`src/rtl/handshake_rr_control_merge.sv`:
```
// Round-robin merge of NUM_INPUTS valid/ready channels into one registered output slot.
// The slot carries the payload and the number of the channel that supplied it.
module handshake_rr_control_merge #(
  parameter int NUM_INPUTS  = 4,
  parameter int DATA_WIDTH  = 8,
  parameter int INDEX_WIDTH = 2
) (
  input  logic                             clk,
  input  logic                             rst,
  input  logic [NUM_INPUTS*DATA_WIDTH-1:0] ins,
  input  logic [NUM_INPUTS-1:0]            ins_valid,
  output logic [NUM_INPUTS-1:0]            ins_ready,
  output logic [DATA_WIDTH-1:0]            outs,
  output logic [INDEX_WIDTH-1:0]           index,
  output logic                             outs_valid,
  input  logic                             outs_ready
);

  localparam int unsigned N_U = NUM_INPUTS;

  logic                   full_q, full_d;
  logic [DATA_WIDTH-1:0]  data_q, data_d;
  logic [INDEX_WIDTH-1:0] idx_q, idx_d;
  logic [INDEX_WIDTH-1:0] ptr_q, ptr_d;

  logic                   grant_found;
  logic [INDEX_WIDTH-1:0] grant_idx;
  logic [INDEX_WIDTH-1:0] grant_next;
  int unsigned            cand;
  logic                   can_accept;
  logic                   in_xfer;
  logic                   out_xfer;

  // First valid channel at or after ptr, wrapping past the last channel.
  always_comb begin
    grant_found = 1'b0;
    grant_idx   = '0;
    cand        = 0;
    for (int unsigned k = 0; k < N_U; k++) begin
      cand = (32'(ptr_q) + k) % N_U;
      if (!grant_found && ins_valid[cand]) begin
        grant_found = 1'b1;
        grant_idx   = INDEX_WIDTH'(cand);
      end
    end
  end

  assign grant_next = (grant_idx == INDEX_WIDTH'(N_U - 1)) ? '0 : grant_idx + 1'b1;
  assign can_accept = !full_q || outs_ready;
  // Gating with rst keeps ready low during reset even though the empty slot could accept.
  assign in_xfer    = grant_found && can_accept && rst;
  assign out_xfer   = full_q && outs_ready;

  always_comb begin
    ins_ready = '0;
    if (in_xfer) begin
      ins_ready[grant_idx] = 1'b1;
    end
  end

  always_comb begin
    full_d = full_q;
    data_d = data_q;
    idx_d  = idx_q;
    ptr_d  = ptr_q;
    if (in_xfer) begin
      full_d = 1'b1;
      data_d = ins[32'(grant_idx)*DATA_WIDTH +: DATA_WIDTH];
      idx_d  = grant_idx;
      ptr_d  = grant_next;
    end else if (out_xfer) begin
      full_d = 1'b0;
    end
  end

  always_ff @(posedge clk or negedge rst) begin
    if (!rst) begin
      full_q <= 1'b0;
      data_q <= '0;
      idx_q  <= '0;
      ptr_q  <= '0;
    end else begin
      full_q <= full_d;
      data_q <= data_d;
      idx_q  <= idx_d;
      ptr_q  <= ptr_d;
    end
  end

  assign outs       = data_q;
  assign index      = idx_q;
  assign outs_valid = full_q;

endmodule

```
`config.mk`:
```
export PLATFORM = sky130hd
export DESIGN_NAME = handshake_rr_control_merge
export DESIGN_NICKNAME = d
export VERILOG_FILES = /design/src/rtl/handshake_rr_control_merge.sv
export SDC_FILE = /design/constraint.sdc
export NUM_CORES = 1
export LEC_CHECK = 0
export ABC_CLOCK_PERIOD_IN_PS = 2300
export CORE_MARGIN = 2
export CORE_UTILIZATION = 35
export DETAILED_ROUTE_END_ITERATION = 12
export HOLD_SLACK_MARGIN = 0.05
export MAX_ROUTING_LAYER = met4
export PLACE_DENSITY_LB_ADDON = 0.08
export SKIP_LAST_GASP = 1
export SLEW_MARGIN = 20
export SYNTH_ARGS = -nofsm -noshare
export SYNTH_HDL_FRONTEND = slang
export SYNTH_SLANG_ARGS = --single-unit
export TNS_END_PERCENT = 100
```
`constraint.sdc`:
```
create_clock -name clk -period 2.3 [get_ports clk]
set_input_delay 0.23 -clock clk [delete_from_list [all_inputs] [get_ports clk]]
set_output_delay 0.23 -clock clk [all_outputs]
set_load 0.01 [all_outputs]
```
# After elaboration in Yosys (flattened, before gate mapping)
# Index checks and enable logic that the tools add are counted.
# totals
input_bits,39
out_inout_bits,15
ff_bits,13
# classes
n_addsub,4
n_reduce_logical,13
order_cmp,6
shifts,1
n_eq_ne,1
mux,22
# op_table
cell,n
32-bit by 6-bit variable part select with 8-bit output,1
"2-bit by 3-bit < comparator with 1-bit output, second input constant",5
1-bit two-way mux,11
2-bit two-way mux,5
1-bit binary-select mux with 2-bit select,4
1-bit logical AND,7
"2-bit by 1-bit adder with 2-bit output, second input constant",2
"2-bit adder, second input constant",2
1-bit zero test,4
4-bit two-way mux,1
1-bit demux with 2-bit select,1
"2-bit == test, second input constant",1
"2-bit by 1-bit greater-or-equal comparator with 1-bit output, second input constant",1
2-bit nonzero test,1
1-bit logical OR,1

# Longest topological paths before layout
# logic_depth
word_depth,17
depth_mapped,6
depth_no_buf,5

# Worst setup path after synthesis
# Ideal clock, no wire load.
# synth_path
path_type,register -> register
startpoint,register ptr_q[0]
endpoint,"register data_q[0], in the netlist outs[0]"
arrival_time_ns,1.503
stages_incl_launch_ff,7
n_path_buf,1
path_slack_ns,0.657
required_ns,2.161
period_less_slack_ns,1.643
path_cell_list,dfrtp_1 nand2b_1 a21oi_2 a211oi_4 buf_8 mux2i_1 o221ai_1
# synth_between
elab_chain_cells,14
word_cells_on_any_way,28
cone_classes,add/sub: 3; shift: 1; mux: 16; reduce/logical: 8
# synth_rtl
element,line_no,text
start: declaration,24,"logic [INDEX_WIDTH-1:0] ptr_q, ptr_d;"
start signal: assignment,86,ptr_q <= ptr_d;
branches (longest 14 deep; another with 2-bit by 1-bit adder with 2-bit output),--,
end signal: assignment,84,data_q <= data_d;
end: declaration,22,"logic [DATA_WIDTH-1:0] data_q, data_d;"
# Several ways; the timed one is not identified. The select of a mux whose other input is x is not followed.
# A chain may end at the register's enable or synchronous reset.

# Final worst setup path
# layout_path
startpoint,input port ins_valid[3]
endpoint,output port ins_ready[3]
# layout_between
elab_chain_cells,17
word_cells_on_any_way,30
cone_classes,order compare: 2; mux: 19; reduce/logical: 9
# layout_rtl
element,line_no,text
start: declaration,11,"input logic [NUM_INPUTS-1:0] ins_valid,"
1-bit binary-select mux with 2-bit select,41,if (!grant_found && ins_valid[cand]) begin
1-bit two-way mux (not written as such),41,
1-bit two-way mux,41,
1-bit zero test,41,
1-bit logical AND,41,
1-bit two-way mux,41,
1-bit zero test,41,
1-bit logical AND,41,
1-bit two-way mux,41,
1-bit zero test,41,
1-bit logical AND,41,
2-bit two-way mux,41,
2-bit by 3-bit < comparator with 1-bit output (not written as such) or 2-bit by 1-bit greater-or-equal comparator with 1-bit output (tied branches),57,ins_ready[grant_idx] = 1'b1;
1-bit logical AND (not written as such),57,
1-bit two-way mux (not written as such),57,
1-bit demux with 2-bit select,57,
4-bit two-way mux (*),56,if (in_xfer) begin
end: declaration,12,"output logic [NUM_INPUTS-1:0] ins_ready,"
# Mark *: on every way between the ends. The rest lies on a longest branch, timed or not. The select of a mux whose other input is x is not followed.

==> flow_summary.json <==
{
  "post_route_setup_tns_ns": 0,
  "ratio_of_cells_with_drive_above_1_in_the_final_layout": 0.1477,
  "fillers": 191,
  "finalNonFillerCells": 177,
  "ctsHtreeMaxLevel": 1,
  "buffer_ports.inserted": 53,
  "drt-vias-per-instance": 5.045,
  "slowest_stage_cell_on_the_critical_path": "clkdlybuf4s50_1",
  "global_route.peak_usage_layer": "met2",
  "grt_pass1_vias": 891,
  "synth_sequential_area_ratio": 0.4019,
  "run_status": "finished, final reports clean",
  "yosysWarningCount": 0,
  "global_route.usage.met2": 0.3165,
  "worst-path-max-fanout": 5,
  "dr.first_iter.drc_count": 6,
  "cap_viol_max_count": 0,
  "fin_nets": 189,
  "peak_per_stage_delay_on_the_critical_path_ns": 0.58,
  "crit_cells": 5,
  "postRouteAntennaNets": 0,
  "std_cell_rows": 17,
  "final_period_minus_worst_setup_slack_ns": 2.229,
  "max_clk_rate_ghz": 0.4486,
  "postCtsSetupRepairBufs": 0,
  "drt_first_pass_iters": 4,
  "die_y_um": 52.09,
  "clk_root_buffer_cell": "clkbuf_4",
  "worst-slew-pin-transition_ns": 0.3585,
  "timing.critical_path.mode_cell": "clkdlybuf4s50_1",
  "clk_latency_ns": 0.27,
  "layout-area-overhead-vs-synth_pct": 87.17,
  "grt_start_max_net_pins": 17,
  "slew_viol_final": 0,
  "setup.worst_path.class": "in2out",
  "timing.critical_path.required_ns": 2.07,
  "hold_violations": 0,
  "power.ir.vdd_worst_v": 0.0006755,
  "mappedNetlistArea_um2": 809.5,
  "vias_after_detailed_routing": 893,
  "worstRegToRegCells": 7,
  "tritoncts": "yes",
  "yosysUniqueCellTypes": 22,
  "detail_route.wl_per_cell_um": 13.28,
  "antenna_found_initial": 0,
  "multi_input_logic_area_um2": 481.7,
  "hp-class": "in2async",
  "area_inside_the_core_boundary_mm2": 0.002191,
  "syn_area_per_cell_um2": 9.753,
  "power_density_mw_per_mm2": 809.4,
  "clock_sink_count": 13,
  "synth_cells": 83,
  "ys_ff_latch": 13,
  "clkSlewWorstSetupHoldPaths_ns": 0.08,
  "start_util": 0.3695,
  "die_area_mm2": 0.002713,
  "timing.critical_path.cells": "clkdlybuf4s50_1 -> nor3b_1 -> or3_1 -> nor2_1 -> clkdlybuf4s50_1",
  "finalSetupViolCount": 0,
  "global_route.usage.met1": 0.2160,
  "totalWireLength_um": 2350,
  "worstSetupStartpointType": "input port",
  "end_kind": "output port",
  "ctsLongestPathBuffers": 2,
  "gr-usage-all-layers": 0.1843,
  "io_pins": 54,
  "crit_arrival_ns": 2.00,
  "grt_pass1_wl_um": 3643,
  "number_of_nets_in_the_synthesized_netlist": 122,
  "crit_family": "buffers and inverters",
  "cts_buffers": 3,
  "cp_num_buf_inv": 2,
  "groute.layer.met3.usage": 0.03161,
  "dpl.cell_count": 173,
  "layout_worst_path_cycle_share": 0.9692,
  "static_power_due_to_leakage_nw": 0.7120,
  "drcViolationCount": 0,
  "dp.final_hpwl_um": 1871,
  "finalClockSkew_ns": 0.004239,
  "gpl.final_weighted_congestion": 0.7970,
  "report.power.total_mw": 1.226,
  "maxSlewHeadroom": 0.7604,
  "area.sequential_um2": 326.6,
  "floorplan.die.width_um": 52.09,
  "grt_remaining_overflow": 0,
  "antenna_cells_inserted": 0
}
## metal layers
metal | wire (um) | vias up | share of wire
met5 | 0 | - | 0
met4 | 0 | 0 | 0
met3 | 115 | 0 | 0.049
met2 | 1222 | 22 | 0.52
met1 | 1012 | 430 | 0.43
li1 | - | 441 | -
## per-stage QoR
step                instance area, um^2    util  setup WS, ns  hold WS (ns)
floorplan                         809.5       -        0.6574      -0.06559
global placement                   1450  0.6619      0.005239        0.4648
detailed placement                 1450  0.6619      -0.04069        0.4804
CTS                                1481  0.6762       0.01293        0.3097
global route                       1515  0.6916      -0.02082        0.3580
finish                             1515  0.6916       0.07074        0.3320
## state kept, by name, summed over array words and instances (netlist names)
signal      count
index           2
outs_valid      1
ptr_q           2
outs            8
## area by class of cell
type	count	share of cell area
inverters	3	0.007432
repair buffers	64	0.4187
clock buffers	4	0.01734
multi-input cells	65	0.3179
flip-flops and latches	13	0.2155
well taps	28	0.02312
## placed cells by master, fill, tap and decap left out, drive strengths merged
cell           synthesis  routed
a211oi                 1       1
or3                    1       1
mux2i                 16      16
nand2                 17      17
dlymetal6s2s           0       4
a21oi                  3       3
dfrtp                 13      13
o22ai                  1       1
dlygate4sd2            0       1
nand2b                 4       4
o221ai                 8       8
o21a                   1       1
xnor2                  1       1
a221oi                 1       1
nor3b                  1       1
nor2                   4       4
buf                    2      11
inv                    3       3
clkbuf                 0       4
nor2b                  1       1
o21ai                  1       1
clkdlybuf4s50          0      48
nor3                   3       3
o41ai                  1       1
## cell usage after synthesis
cell type  count  area, um^2
a211oi_4       1       20.02
nand2b_1       4       25.02
inv_1          3       11.26
mux2i_1       16       160.2
buf_8          1       15.01
nand2_1       17       63.81
o21a_1         1       7.510
nor3b_1        1       7.510
o22ai_1        1       6.260
dfrtp_1       13       325.3
nor3_1         3       15.01
a21oi_1        2       10.01
nor2_1         4       15.01
a21oi_2        1       8.760
buf_2          1       5.000
o21ai_0        1       5.000
o221ai_1       8       70.07
a221oi_1       1       8.760
or3_1          1       6.260
nor2b_1        1       6.260
o41ai_1        1       8.760
xnor2_1        1       8.760
## worst paths after layout
kind,startpoint,endpoint,slack (ns)
min in group clk,ins_valid[0],outs_valid$_DFFE_PN0P_,0.46
hold / removal,rst,outs[4]$_DFFE_PN0P_,0.33
max in group asynchronous,rst,ptr_q[0]$_DFFE_PN0P_,1.79
setup reg to reg,ptr_q[0]$_DFFE_PN0P_,outs[7]$_DFFE_PN0P_,0.54
hold reg to reg,outs[3]$_DFFE_PN0P_,outs[3]$_DFFE_PN0P_,0.50
setup / recovery,ins_valid[3],ins_ready[3],0.07
## power breakdown
| part | internal [mW] | switching [mW] |
|---|---|---|
| Combinational | 0.413 | 0.303 |
| Sequential | 0.315 | 0.0548 |
| Clock | 0.0671 | 0.0738 |
| Total | 0.795 | 0.432 |
## what timing repair did
action / 4_1_cts / 5_1_grt
resized for setup: 2 / 9
endpoints found under the setup margin: 3 / 3
pin swaps: 0 / 2
hold buffers: 0 / 0
## logic make-up (layout without fill, tap and decap cells)
kind of cell,Yosys count,count (layout),synth area share
XOR/XNOR,1,1,0.01082
multiplexers,16,16,0.1978
AND/OR/NAND/NOR,31,31,0.1716
flip-flops,13,13,0.4019
buffers and inverters,5,71,0.03863
AO/OA/AOI/OAI,17,17,0.1793
Note: power is estimated with default switching activity, not from simulation.
